==> src/rtl/i2s_pkg.sv <==
// Shared constants and types for the I2S frame feeder.
// Optional build macro used by the feeder: I2S_FEEDER_MUTE_ON_UNDERRUN_EN.
package i2s_pkg;

    localparam int unsigned DEF_BITSIZE = 24;
    localparam int unsigned DEF_WORD    = 32;
    localparam int unsigned DEF_FRAME   = 2 * DEF_WORD;

    typedef struct packed {
        logic [DEF_BITSIZE-1:0] left;
        logic [DEF_BITSIZE-1:0] right;
    } pair_t;

    function automatic int unsigned frame_len(input int unsigned word);
        return 2 * word;
    endfunction

endpackage

==> src/rtl/i2s_sample_fifo.sv <==
// Synchronous FIFO of stereo pairs; pointers wrap naturally, occupancy kept as a separate counter.
module i2s_sample_fifo #(
    parameter int unsigned Width = 48,
    parameter int unsigned Depth = 4
) (
    input  logic                     clk_i,
    input  logic                     rst_ni,
    input  logic                     push_i,
    input  logic [Width-1:0]         wdata_i,
    input  logic                     pop_i,
    output logic [Width-1:0]         rdata_o,
    output logic                     full_o,
    output logic                     empty_o,
    output logic [$clog2(Depth):0]   level_o
);

    localparam int unsigned PtrW = $clog2(Depth);
    localparam int unsigned LvlW = PtrW + 1;

    logic [Width-1:0] mem_q [Depth];
    logic [Width-1:0] mem_d [Depth];
    logic [PtrW-1:0]  wr_ptr_q, wr_ptr_d;
    logic [PtrW-1:0]  rd_ptr_q, rd_ptr_d;
    logic [LvlW-1:0]  level_q, level_d;
    logic             push_ok, pop_ok;

    assign full_o  = (level_q == LvlW'(Depth));
    assign empty_o = (level_q == '0);
    assign level_o = level_q;
    assign rdata_o = mem_q[rd_ptr_q];

    // Overflow and underflow requests are dropped here as well as upstream.
    assign push_ok = push_i && !full_o;
    assign pop_ok  = pop_i && !empty_o;

    always_comb begin
        mem_d    = mem_q;
        wr_ptr_d = wr_ptr_q;
        rd_ptr_d = rd_ptr_q;
        level_d  = level_q;
        if (push_ok) begin
            mem_d[wr_ptr_q] = wdata_i;
            wr_ptr_d        = wr_ptr_q + PtrW'(1);
        end
        if (pop_ok) begin
            rd_ptr_d = rd_ptr_q + PtrW'(1);
        end
        unique case ({push_ok, pop_ok})
            2'b10:   level_d = level_q + LvlW'(1);
            2'b01:   level_d = level_q - LvlW'(1);
            default: level_d = level_q;
        endcase
    end

    always_ff @(posedge clk_i) begin
        if (!rst_ni) begin
            wr_ptr_q <= '0;
            rd_ptr_q <= '0;
            level_q  <= '0;
        end else begin
            wr_ptr_q <= wr_ptr_d;
            rd_ptr_q <= rd_ptr_d;
            level_q  <= level_d;
        end
    end

    always_ff @(posedge clk_i) begin
        mem_q <= mem_d;
    end

endmodule

==> src/rtl/i2s_frame_feeder.sv <==
// Buffers stereo pairs and drives lrclk plus held channel words for the I2S transmitter.
// Define I2S_FEEDER_MUTE_ON_UNDERRUN_EN to output zeros on underrun instead of repeating.
module i2s_frame_feeder
    import i2s_pkg::*;
#(
    parameter int unsigned BITSIZE = DEF_BITSIZE,
    parameter int unsigned WORD    = DEF_WORD,
    parameter int unsigned DEPTH   = 4
) (
    input  logic                     sclk,
    input  logic                     rst,
    input  logic [BITSIZE-1:0]       in_left,
    input  logic [BITSIZE-1:0]       in_right,
    input  logic                     in_valid,
    output logic                     in_ready,
    output logic                     lrclk,
    output logic [BITSIZE-1:0]       left_chan,
    output logic [BITSIZE-1:0]       right_chan,
    output logic                     underrun,
    output logic [$clog2(DEPTH):0]   level
);

    localparam int unsigned Frame = frame_len(WORD);
    localparam int unsigned CntW  = $clog2(Frame);
    localparam logic [CntW-1:0] LastCnt = CntW'(Frame - 1);
    localparam logic [CntW-1:0] PopCnt  = CntW'(Frame - 2);
    localparam logic [CntW-1:0] WordCnt = CntW'(WORD);

    logic [CntW-1:0]    cnt_q, cnt_d;
    logic               lrclk_q, lrclk_d;
    logic               run_q;
    logic [BITSIZE-1:0] left_q, left_d;
    logic [BITSIZE-1:0] right_q, right_d;
    logic               underrun_q, underrun_d;

    logic                 push, pop, at_pop;
    logic                 fifo_full, fifo_empty;
    logic [2*BITSIZE-1:0] fifo_head;

    // run_q keeps in_ready low while reset is held, using registered state only.
    assign in_ready   = run_q && !fifo_full;
    assign push       = in_valid && in_ready;
    assign at_pop     = (cnt_q == PopCnt);
    assign pop        = at_pop && !fifo_empty;

    assign lrclk      = lrclk_q;
    assign left_chan  = left_q;
    assign right_chan = right_q;
    assign underrun   = underrun_q;

    i2s_sample_fifo #(
        .Width (2 * BITSIZE),
        .Depth (DEPTH)
    ) u_fifo (
        .clk_i   (sclk),
        .rst_ni  (rst),
        .push_i  (push),
        .wdata_i ({in_left, in_right}),
        .pop_i   (pop),
        .rdata_o (fifo_head),
        .full_o  (fifo_full),
        .empty_o (fifo_empty),
        .level_o (level)
    );

    always_comb begin
        cnt_d      = (cnt_q == LastCnt) ? '0 : cnt_q + CntW'(1);
        lrclk_d    = (cnt_d < WordCnt);
        left_d     = left_q;
        right_d    = right_q;
        underrun_d = 1'b0;
        if (at_pop) begin
            if (!fifo_empty) begin
                {left_d, right_d} = fifo_head;
            end else begin
                underrun_d = 1'b1;
`ifdef I2S_FEEDER_MUTE_ON_UNDERRUN_EN
                left_d     = '0;
                right_d    = '0;
`endif
            end
        end
    end

    always_ff @(posedge sclk) begin
        if (!rst) begin
            cnt_q      <= LastCnt;
            lrclk_q    <= 1'b0;
            run_q      <= 1'b0;
            left_q     <= '0;
            right_q    <= '0;
            underrun_q <= 1'b0;
        end else begin
            cnt_q      <= cnt_d;
            lrclk_q    <= lrclk_d;
            run_q      <= 1'b1;
            left_q     <= left_d;
            right_q    <= right_d;
            underrun_q <= underrun_d;
        end
    end

endmodule

==> config.mk <==
export PLATFORM = sky130hd
export DESIGN_NAME = i2s_frame_feeder
export DESIGN_NICKNAME = d
export VERILOG_FILES = /design/src/rtl/i2s_pkg.sv /design/src/rtl/i2s_sample_fifo.sv /design/src/rtl/i2s_frame_feeder.sv
export SDC_FILE = /design/constraint.sdc
export NUM_CORES = 1
export LEC_CHECK = 0
export ABC_AREA = 1
export ABC_CLOCK_PERIOD_IN_PS = 3400
export CAP_MARGIN = 20
export CORE_MARGIN = 8
export CORE_UTILIZATION = 51
export CTS_CLUSTER_SIZE = 40
export DETAILED_ROUTE_END_ITERATION = 8
export HOLD_SLACK_MARGIN = 0.06
export PLACE_DENSITY = 0.72
export SYNTH_ARGS = -nofsm -noshare
export SYNTH_HDL_FRONTEND = slang
export SYNTH_SLANG_ARGS = --single-unit
==> constraint.sdc <==
create_clock -name sclk -period 3.4 [get_ports sclk]
set_input_delay 0.68 -clock sclk [delete_from_list [all_inputs] [get_ports sclk]]
set_output_delay 0.68 -clock sclk [all_outputs]
set_load 0.02 [all_outputs]
# ---- Yosys cells after proc, flatten, opt, wreduce, memory -nomap -nowiden
# Index checks and enable logic that the tools add are counted.
dict set report totals {
  out_inout_bits 54
  inputBits 51
  wordCells 52
  ff_bits 256
}
dict set report classes {
  n_eq_ne 5
  n_reduce_logical 12
  muxes 10
  n_addsub 5
  magnitude_cmp 4
  n_bitwise 3
}
# operator count
set op_table {}
lappend op_table {{192-bit bitwise mux} 1}
lappend op_table {{48-bit 2-to-1 mux} 3}
lappend op_table {{48-bit binary-select mux with 2-bit select} 1}
lappend op_table {{48-bit demux with 2-bit select} 1}
lappend op_table {{6-bit equality test (second input constant)} 2}
lappend op_table {{6-bit by 1-bit adder with 6-bit output (second input constant)} 1}
lappend op_table {{3-bit >= comparator (second input constant)} 2}
lappend op_table {{1-bit logical AND} 6}
lappend op_table {{6-bit less-than comparator (second input constant)} 1}
lappend op_table {{6-bit 2-to-1 mux} 1}
lappend op_table {{2-bit NOT with 3-bit output} 2}
lappend op_table {{3-bit case mux with 2 select lines} 1}
lappend op_table {{2-bit by 1-bit adder with 2-bit output (second input constant)} 2}
lappend op_table {{2-bit AND reduction} 2}
lappend op_table {{3-bit by 1-bit adder with 3-bit output (second input constant)} 1}
lappend op_table {{3-bit equality test (second input constant)} 1}
lappend op_table {{3-bit logical NOT} 1}
lappend op_table {{3-bit by 1-bit less-than comparator with 1-bit output (second input constant)} 1}
lappend op_table {{3-bit by 1-bit subtractor with 3-bit output (second input constant)} 1}
lappend op_table {{2-bit by 1-bit equality test with 1-bit output (second input constant)} 1}
lappend op_table {{2-bit equality test (second input constant)} 1}
lappend op_table {{1-bit logical NOT} 2}
lappend op_table {{1-bit 2-to-1 mux} 2}
lappend op_table {{2-bit nonzero test} 1}
lappend op_table {{1-bit NOT} 1}

# ---- Depth between registers and ports, before layout
# Gate-level depths: netlist (run 1).
dict set report depth {
  depth_word 7
  ltp_mapped 15
  mapped_depth_nobuf 14
}

# ---- By module
# From an unflattened synthesis (run 1), not the netlist that was laid out.
dict set report hier_totals {
  cells_unflattened 885
  area_unflattened_um2 9887.0
}
# mod area_per_inst_um2 n_inst seq_area_each_um2 cells_each
set modules_own_cells {}
lappend modules_own_cells {i2s_sample_fifo 7538.5 1 5905.7 530}
lappend modules_own_cells {i2s_frame_feeder 2348.5 1 1141.1 355}

# ---- Least setup slack after synthesis (run 1)
# No wires, ideal clock.
dict set report synth_timing {
  path_type {reg2reg}
  from {register u_fifo.level_q[1], in the netlist u_fifo.level_o[1]}
  to {register u_fifo.mem_q[0] (netlist name), enable pin}
  path_stages_with_launch 5
  slack_ps 10
  setup_ps 454
  synth_period_minus_slack_ps 3390
  t_arrival_ps 2936
  n_path_buf 0
  cell_sequence {dfxtp_1 > inv_1 > nand3_1 > nand3_1 > nor2_1}
}
dict set report synth_via {
  elab_chain_len 5
}
# element line_no
set synth_rtl {}
lappend synth_rtl {{start, declared} i2s_sample_fifo.sv:24} ;# logic [LvlW-1:0] level_q, level_d;
lappend synth_rtl {{start signal, assigned} i2s_sample_fifo.sv:63} ;# level_q <= level_d;
lappend synth_rtl {{3-bit equality test *} i2s_sample_fifo.sv:27} ;# assign full_o = (level_q == LvlW'(Depth));
lappend synth_rtl {{1-bit logical NOT *} {i2s_sample_fifo.sv:33, i2s_frame_feeder.sv:41}}
lappend synth_rtl {{1-bit logical AND} i2s_frame_feeder.sv:41} ;# assign in_ready = run_q && !fifo_full;
lappend synth_rtl {{1-bit logical AND} i2s_frame_feeder.sv:42} ;# assign push = in_valid && in_ready;
lappend synth_rtl {{1-bit logical AND *} i2s_sample_fifo.sv:33} ;# assign push_ok = push_i && !full_o;
lappend synth_rtl {{end signal, assigned} i2s_sample_fifo.sv:68} ;# mem_q <= mem_d;
lappend synth_rtl {{end, declared} i2s_sample_fifo.sv:20} ;# logic [Width-1:0] mem_q [Depth];
# Mark *: on every way between the ends. The rest lies on a longest branch, timed or not.
# A chain may end at the register's enable or synchronous reset.

# ---- Worst setup path after layout (run 1)
dict set report layout_timing {
  from {register u_fifo.level_q[1], in the netlist u_fifo.level_o[1]}
  to {output in_ready}
}
dict set report layout_via {
  elab_chain_len 3
}
# element line_no
set layout_rtl {}
lappend layout_rtl {{3-bit equality test} i2s_sample_fifo.sv:27}
lappend layout_rtl {{1-bit logical NOT} i2s_frame_feeder.sv:41}
lappend layout_rtl {{1-bit logical AND} i2s_frame_feeder.sv:41}
lappend layout_rtl {{end, declared} i2s_frame_feeder.sv:15} ;# output logic in_ready,
# No other way between the ends.

==> results.ini, run 1 <==
[timing]
skew_ns=0.0150
worst_slew_pin_slew_ns=1.02
slew_violations=0
period_share=0.739
fmaxAchievable_mhz=398
period_needed_ns=2.51
finalSetupViolations=0
setup-tns-final_ns=0
max_slew_margin=0.318
hold_violations=0
rsz0062_at_grt=no

[drt]
drc_errors=0
via_count=7422
via_per_inst=4.76
dr.pass1.iters=5
ant_nets=0
wl_per_cell_um=14.3
totalWireLength_um=22300
drt-initial-drc-count=525

[synthesis]
syn_inst=1166
synth_common_cells=nand2_1, inv_1, edfxtp_1, nor2_1, nand3_1
yosys_register_bits=256
synth_top_area_frac=0.535
syn_area_mm2=0.0108
synth_cell_types=23
yosys_warnings=0
ys_seq_area_frac=0.654
ys.flop_type=edfxtp_1
postSynth.asyncResetShare=0
ys_top_cells_by_area=edfxtp_1, nand2_1, dfxtp_1
syn_area_per_cell_um2=9.24
synth.largest_area_cell=edfxtp_1
synth_most_common_cell=nand2_1
synth_edf_count=192
postSynthNetCount=1225

[global_route]
overflow=0
grt_pass1_wl_um=36400
antenna_found_initial=0
grtUsageTotal=0.170
grt_pass1_vias=7365
grt_max_degree=98

[worst_setup_path]
crit_path_start=u_fifo.level_o[1]
reg2reg_slack_ns=1.24
worstPathRequired_ns=2.72
crit_type=flip-flop to output port
r2r-start=cnt_q[0]
crit_cells=4
reg2regPathDepth=14
critPathArrivalTime_ns=1.83
start_kind=flip-flop
slowest_delay_ns=0.60
crit_chain=inv_1 > nand3_1 > and2_1 > clkdlybuf4s50_1
endpoint=in_ready
end_kind=output port
path_buf_inv=2
path_max_fanout=3
slowest_stage=clkdlybuf4s50_1
crit_family=buffers and inverters
r2r_end=u_fifo.level_o[2]

[finish]
n_antenna_cell=0
nets=1324
synthToLayoutAreaGrowth_pct=19.9
final_cells=1559
drive_gt1_frac=0.0491

[pwr]
max-vdd-ir-drop_v=0.000386
pwr_density_cell_mw_per_mm2=567
p_leak_nw=5.91

[placement]
io_buffers=104
gp_congestion=0.722
dp.cells=1511
place_hpwl_um=13100

[clocking]
clockRootBuffer=clkbuf_16
clk_pin_slew_ns=0.06
cts_buffers=26
htree_num_levels=1
tritoncts=built
cts_hold_buf=0
clkLatencyLatePin_ns=0.52
cts.repair.resized=0
clock_sinks=256
cts_setup_buffers=0
cts_max_path_buffers=3

[worst_hold_path]
hp-class=flip-flop to flip-flop

[status]
status=finished, final reports clean

[floorplan]
io_pins=105
die_y_um=161
die-area_mm2=0.0260
core_area_mm2=0.0209
initial_core_util=0.516
die_x_um=161
rows=53

[flow_run]
cap_violations=0

-- final cells by class --
class,instances,area [µm²]
sequential,256,7050
tap,275,344
timing repair buffer,120,1180
clock inverter,6,56.3
clock buffer,41,758
inverter,262,985
multi-input combinational,599,2530
fill,1696,7980
-- worst min-delay path by stage --
stage	startpoint	to	slack, ns	depth (start not counted)
CTS	left_chan[13]	left_chan[13]	0.51	4
finish	left_chan[18]	left_chan[18]	0.51	4
detailed placement	left_chan[13]	left_chan[13]	0.50	4
global placement	left_chan[13]	left_chan[13]	0.50	4
floorplan	cnt_q[4]	underrun	0.48	2
global route	left_chan[1]	left_chan[1]	0.53	4
-- per-stage QoR --
step | instance area, µm² | hold WS (ns) | setup WS (ns) | power (mW) | util
4_1_cts | 12900 | 0.512 | 0.854 | 7.38 | 0.617
3_5_place_dp | 12100 | 0.499 | 0.773 | 4.67 | 0.578
5_1_grt | 12900 | 0.532 | 0.816 | 7.63 | 0.618
6_report | 12900 | 0.509 | 0.887 | 7.31 | 0.618
2_1_floorplan | 10800 | 0.481 | 0.00997 | 4.29 | -
3_3_place_gp | 12100 | 0.498 | 0.784 | 4.64 | 0.578
-- routing by layer --
metal	part of all wire	track usage	vias up
li1	-	-	3735
met1	0.43	0.212	3464
met2	0.50	0.297	196
met3	0.054	0.0300	27
met4	0.017	0.0480	0
met5	0	0	-
-- power by group --
| group | internal (mW) | switching [mW] | leakage, nW |
|---|---|---|---|
| registers | 3.52 | 0.0962 | 2.26 |
| logic | 0.390 | 0.591 | 3.26 |
| clock network | 1.60 | 1.11 | 0.395 |
| total | 5.51 | 1.80 | 5.91 |
-- kinds of logic (layout without fill, tap and decap cells) --
family / after synthesis / in the layout / share of synthesized area
flops: 256 / 256 / 0.654
fa+ha+maj: 8 / 8 / 0.00999
compound gates: 7 / 7 / 0.00325
xor+xnor: 2 / 2 / 0.00163
simple gates: 582 / 582 / 0.217
buf+inv: 311 / 429 / 0.114
-- cells in the final DEF, fill, tap and decap left out --
| cell type | count |
|---|---|
| dfxtp_1 | 62 |
| nor2_4 | 4 |
| fa_1 | 1 |
| inv_2 | 1 |
| nor2_2 | 1 |
| nand3_1 | 107 |
| edfxtp_1 | 192 |
| clkinv_1 | 1 |
| or2_2 | 1 |
| buf_4 | 14 |
| buf_2 | 1 |
| clkbuf_16 | 27 |
| nand4_1 | 2 |
| clkbuf_1 | 11 |
| clkdlybuf4s50_1 | 103 |
| clkinv_2 | 4 |
| dfxtp_4 | 1 |
| xnor2_1 | 2 |
| nor4_1 | 1 |
| buf_12 | 2 |
| ha_1 | 7 |
| and2_1 | 1 |
| bufinv_16 | 1 |
| clkinvlp_4 | 1 |
| inv_1 | 260 |
| a21oi_1 | 4 |
| nand2_4 | 1 |
| nand2_1 | 360 |
| o21ai_0 | 3 |
| nor2_1 | 104 |
| dfxtp_2 | 1 |
| clkbuf_8 | 3 |
-- flip-flops by register name (all words and copies together) (netlist names) --
register         flops
u_fifo.mem_q       192
left_chan           24
lrclk                1
right_chan          24
u_fifo.level_o       3
u_fifo.wr_ptr_q      2
u_fifo.rd_ptr_q      2
cnt_q                6
underrun             1
run_q                1
-- worst min-delay path, delay by kind of cell, from the launching register on --
family,cells,cell delay (ns)
DFF,1,0.30
and+or+nand+nor,3,0.12
buffers and inverters,1,0.04
(Power assumes the default switching activity.)
==> inputs of run 2 (changes only) <==
- ABC_CLOCK_PERIOD_IN_PS: 3400 -> 2300
- clock period: 3.4 -> 2.3 ns (I/O delays scaled with it)
==> run 2 against run 1 <==
Net effect: routed wire length down 1.4%; sequential share of layout area is 0.59 points lower; non-clock buffer count grew 1; highest routed layer unchanged; largest power group unchanged; worst hold slack got worse by 0.23 ns.
==> results.ini, run 2 (synthesis gave the netlist of run 1 again) <==
[timing]
worst_slew_pin_slew_ns=1.01  ; was 1.02 ns
slew_violations=0  ; unchanged
period_share=0.936
hold_violations=0  ; unchanged
skew_ns=0.0110  ; was 0.0150 ns
fmaxAchievable_mhz=464
period_needed_ns=2.15
finalSetupViolations=0  ; unchanged
max_slew_margin=0.324  ; was 0.318

[drt]
drc_errors=0  ; unchanged
wl_per_cell_um=14.1  ; was 14.3 µm
via_count=7389  ; was 7422
via_per_inst=4.73  ; was 4.76
drt-initial-drc-count=512  ; was 525
maxUsedRoutingLayer=met4  ; unchanged
wl_met2_um=11300  ; was 11100 µm
wl_met1_um=9170  ; was 9660 µm
ant_nets=0  ; unchanged
totalWireLength_um=22000  ; was 22300 µm
dr_wl_met3_um=1140  ; was 1210 µm
dr.pass1.iters=6  ; was 5

[clocking]
clkLatencyLatePin_ns=0.52  ; about the same
cts_max_path_buffers=3  ; unchanged
cts_buffers=27  ; was 26
tritoncts=built  ; unchanged
cts_setup_buffers=0  ; unchanged
clock_sinks=256  ; unchanged
htree_num_levels=1  ; unchanged
clk_pin_slew_ns=0.06  ; about the same
clockRootBuffer=clkbuf_16  ; unchanged

[finish]
nets=1326  ; was 1324
final_cells=1562  ; was 1559
n_antenna_cell=0  ; unchanged
drive_gt1_frac=0.0544  ; was 0.0491
mostFrequentLayoutCell=nand2_1  ; unchanged
synthToLayoutAreaGrowth_pct=21.2  ; was 19.9%
largest_reg_flops=192  ; unchanged
regMostFlops=u_fifo.mem_q  ; unchanged
final_cell_mix=nand2_1, inv_1, edfxtp_1  ; unchanged

[worst_hold_path]
worstHoldStart=rst  ; was left_chan[18]
hp-class=input port to flip-flop  ; was flip-flop to flip-flop

[placement]
gp_congestion=0.732  ; was 0.722
io_buffers=104  ; unchanged
dp.cells=1513  ; was 1511
place_hpwl_um=13000  ; was 13100 µm

[global_route]
grt_pass1_wl_um=36000  ; was 36400 µm
overflow=0  ; unchanged
grt_pass1_vias=7405  ; was 7365
grtUsageTotal=0.169  ; was 0.170
grt_max_degree=100  ; was 98
antenna_found_initial=0  ; unchanged

[floorplan]
die_y_um=161  ; unchanged
die_x_um=161  ; unchanged
core_area_mm2=0.0209  ; unchanged
io_pins=105  ; unchanged
rows=53  ; unchanged
initial_core_util=0.516  ; unchanged
die-area_mm2=0.0260  ; unchanged

[worst_setup_path]
crit_type=flip-flop to flip-flop  ; was flip-flop to output port
start_kind=flip-flop  ; unchanged
r2r-start=cnt_q[1]  ; was cnt_q[0]
reg2reg_slack_ns=0.15  ; was 1.24 ns
critPathArrivalTime_ns=2.57  ; was 1.83 ns
worstPathRequired_ns=2.71  ; was 2.72 ns
crit_path_start=cnt_q[1]  ; was u_fifo.level_o[1]
path_max_fanout=4  ; was 3
end_kind=flip-flop  ; was output port

[pwr]
finalPower_mw=11.0  ; was 7.31 mW
max-vdd-ir-drop_v=0.000635  ; was 0.000386 V
pwr_density_cell_mw_per_mm2=839  ; was 567 mW/mm²
p_leak_nw=5.97  ; was 5.91 nW

[flow_run]
cap_violations=0  ; unchanged

[status]
status=finished, final reports clean  ; unchanged

## run 2: changes by cell type in the layout (fill, tap and decap cells not counted), moves of 2 or more
cell      delta
buf_12       +8
clkinv_2     +4
clkbuf_1     -2
buf_4        -7
## run 2: path summary, 6_finish.rpt
path / to / cells past startpoint
worst min register to register: right_chan[9] / 4
worst max-delay path: u_fifo.level_o[2] / 13
worst max register to register: u_fifo.level_o[2] / 13
worst min-delay path: u_fifo.wr_ptr_q[0] / 3
## run 2: power breakdown
group	total (mW)	internal (mW)	switching [mW]
clock network	4.12	2.44	1.68
registers	5.33	5.21	0.118
logic	1.50	0.598	0.907
total	11.0	8.25	2.70
## run 2: layout make-up
cell class | count | area (µm²)
multi-input cells | 599 | 2540
fillers | 1689 | 7840
clock buffers | 38 | 737
well taps | 275 | 344
flip-flops and latches | 256 | 7050
repair buffers | 121 | 1290
inverters | 262 | 985
clock inverters | 11 | 103
## run 2: worst max-delay path, stage by stage, from the launching register on
cell	delay, ns
dfxtp_1	0.39
ha_1	0.20
nand3_2	0.10
nor2_4	0.16
nand2_4	0.06
inv_2	0.06
ha_1	0.13
inv_1	0.06
fa_1	0.37
or2_2	0.32
nand3_1	0.07
nand2_1	0.05
inv_1	0.05
nor2_1	0.03
## run 2: routing by layer
metal	GRT usage	vias up
li1	-	3746
met4	0.0497	0
met3	0.0333	40
met1	0.195	3447
met2	0.311	156
met5	0	-
## run 2: stage by stage
stage	setup slack (ns)	hold WS [ns]	setup TNS (ns)	utilization	cell area [µm²]
CTS	0.124	0.261	0	0.624	13000
detailed placement	0.0894	0.499	0	0.584	12200
floorplan	-0.354	0.481	-67.96	-	10800
finish	0.146	0.278	0	0.625	13100
global route	-0.0159	0.291	-0.0159	0.625	13100
global placement	0.120	0.498	0	0.584	12200
## run 2: repair_timing
action                     in CTS  in global routing
resized for setup               1                  4
pin swaps                       0                  2
setup endpoints to repair       1                  2
hold buffers                    0                  0
==> inputs of run 3 (changes only) <==
- CORE_ASPECT_RATIO: unset -> 0.8
==> run 3 against run 2 <==
Net effect: final cell count decreased by 0.38%; global-route usage decreased by 0.17 points; first-iteration DRC count is 8.2% lower; via count shrank 2.0%; core utilization rose by 0.24 points; worst hold slack improved by 0.091 ns; die area rose by 0.11%; final area down 0.52%; combinational power barely moved; non-clock buffer count is 4 higher; highest routed layer is now met5.
==> results.ini, run 3 (synthesis gave the netlist of run 1 again) <==
[status]
status=finished, final reports clean  ; unchanged

[drt]
ant_nets=0  ; unchanged
dr.pass1.iters=5  ; was 6
drt-initial-drc-count=470  ; was 512
via_per_inst=4.65  ; was 4.73
drc_errors=0  ; unchanged
totalWireLength_um=21700  ; was 22000 µm
via_count=7238  ; was 7389
wl_per_cell_um=14.0  ; was 14.1 µm

[global_route]
antenna_found_initial=1  ; was 0
busiest_layer=met2  ; unchanged
grt_pass1_wl_um=35500  ; was 36000 µm
grt_max_degree=98  ; was 100
grt_pass1_vias=7133  ; was 7405
met1_usage=0.229  ; was 0.195
overflow=0  ; unchanged
grtUsageTotal=0.167  ; was 0.169
grtUsageMet3=0.0353  ; was 0.0333
met2_usage=0.273  ; was 0.311

[worst_hold_path]
worstHoldStart=rst  ; unchanged
hp-class=input port to flip-flop  ; unchanged

[clocking]
clockRootBuffer=clkbuf_16  ; unchanged
clkLatencyLatePin_ns=0.51  ; was 0.52 ns
cts_hold_buf=0  ; unchanged
clock_sinks=256  ; unchanged
clk_pin_slew_ns=0.06  ; about the same
cts_max_path_buffers=3  ; unchanged
tritoncts=built  ; unchanged
cts_buffers=25  ; was 27
htree_num_levels=1  ; unchanged

[worst_setup_path]
slowest_delay_ns=0.34  ; was 0.39 ns
end_kind=flip-flop  ; unchanged
crit_type=flip-flop to flip-flop  ; unchanged
critPathArrivalTime_ns=2.50  ; was 2.57 ns
worstPathRequired_ns=2.70  ; was 2.71 ns
path_buf_inv=4  ; was 3
crit_family=simple AND/OR/NAND/NOR gates  ; unchanged
crit_chain=inv_2 > ha_2 > nand3_2 > nor2_4 > nand2_4 > inv_2 > ha_1 > inv_1 > fa_2 > or2_2 > nand3_1 > nand2_1 > inv_1 > nor2_1  ; was ha_1 > nand3_2 > nor2_4 > nand2_4 > inv_2 > ha_1 > inv_1 > fa_1 > or2_2 > nand3_1 > nand2_1 > inv_1 > nor2_1
reg2reg_slack_ns=0.20  ; was 0.15 ns
start_kind=flip-flop  ; unchanged
r2r-start=cnt_q[0]  ; was cnt_q[1]
slowest_stage=dfxtp_2  ; was dfxtp_1
path_max_fanout=4  ; unchanged
crit_path_start=cnt_q[0]  ; was cnt_q[1]

[finish]
drive_gt1_frac=0.0567  ; was 0.0544
n_antenna_cell=0  ; unchanged
nets=1328  ; was 1326
largest_reg_flops=192  ; unchanged
synthToLayoutAreaGrowth_pct=20.6  ; was 21.2%
mostFrequentLayoutCell=nand2_1  ; unchanged
fin_util=0.627  ; was 0.625
final_cell_mix=nand2_1, inv_1, edfxtp_1  ; unchanged
regMostFlops=u_fifo.mem_q  ; unchanged
fillers=1651  ; was 1689

[timing]
fmaxAchievable_mhz=476  ; was 464 MHz
max_slew_margin=0.497  ; was 0.324
hold_ws_ns=0.369  ; was 0.278 ns
setup-tns-final_ns=0  ; unchanged
rsz0062_at_grt=no
period_share=0.914  ; was 0.936
hold_violations=0  ; unchanged
finalSetupViolations=0  ; unchanged
skew_ns=0.0150  ; was 0.0110 ns
period_needed_ns=2.10  ; was 2.15 ns
worst_slew_pin_slew_ns=0.754  ; was 1.01 ns
slew_violations=0  ; unchanged

[pwr]
finalPower_mw=10.6  ; was 11.0 mW
max-vdd-ir-drop_v=0.000542  ; was 0.000635 V
p_leak_nw=5.93  ; was 5.97 nW
pwr_density_cell_mw_per_mm2=817  ; was 839 mW/mm²

[floorplan]
die_y_um=146  ; was 161 µm
die-area_mm2=0.0261  ; was 0.0260 mm²
rows=47  ; was 53
die_x_um=178  ; was 161 µm
initial_core_util=0.520  ; was 0.516
io_pins=105  ; unchanged
core_area_mm2=0.0207  ; was 0.0209 mm²

[placement]
io_buffers=104  ; unchanged
place_hpwl_um=13000  ; about the same
gp_congestion=0.771  ; was 0.732

[flow_run]
cap_violations=0  ; unchanged

run 3: through the flow:
step                      cell area [µm²]  worst slack [ns]  instances
after floorplan                     10800            -0.354       1166
after global placement              12200            0.0643       1510
after detailed placement            12200            0.0520       1510
after CTS                           13000            0.0823       1555
after global routing                13000           0.00613       1556
final                               13000             0.199       1556
run 3: timing repair:
| item | in CTS | in global routing |
|---|---|---|
| pin swaps | 0 | 1 |
| endpoints found under the setup margin | 1 | 28 |
| buffers inserted | 0 | 1 |
| gates resized for setup | 1 | 9 |
| hold endpoints to repair | 0 | 0 |
run 3: cell type report:
type / instances / area (µm²) / share of cell area
clock buffers: 38 / 714 / 0.0550
clock inverters: 7 / 37.5 / 0.00289
inverters: 262 / 985 / 0.0758
multi-input cells: 599 / 2550 / 0.196
flip-flops and latches: 256 / 7050 / 0.543
well taps: 269 / 337 / 0.0259
repair buffers: 125 / 1310 / 0.101
run 3: worst register-to-register path, stage by stage (launching register included):
cell,delay [ns]
dfxtp_2,0.34
inv_2,0.06
ha_2,0.16
nand3_2,0.10
nor2_4,0.17
nand2_4,0.06
inv_2,0.06
ha_1,0.13
inv_1,0.07
fa_2,0.33
or2_2,0.31
nand3_1,0.07
nand2_1,0.05
inv_1,0.05
nor2_1,0.04
run 3: path summary, 6_finish.rpt:
kind,cells after the start,end
worst min register to register,4,left_chan[12]
worst min-delay path,2,cnt_q[1]
worst max-delay path,14,u_fifo.level_o[2]
worst max register to register,14,u_fifo.level_o[2]
run 3: where the power goes:
part           internal (mW)  switching (mW)  total (mW)
clock network           2.14            1.62        3.76
logic                  0.605           0.913        1.52
registers               5.21           0.119        5.33
run 3: metal layers:
layer / part of all wire / up-vias
li1: - / 3754
met1: 0.46 / 3292
met2: 0.46 / 165
met3: 0.064 / 25
met4: 0.011 / 2
met5: 0.00064 / -
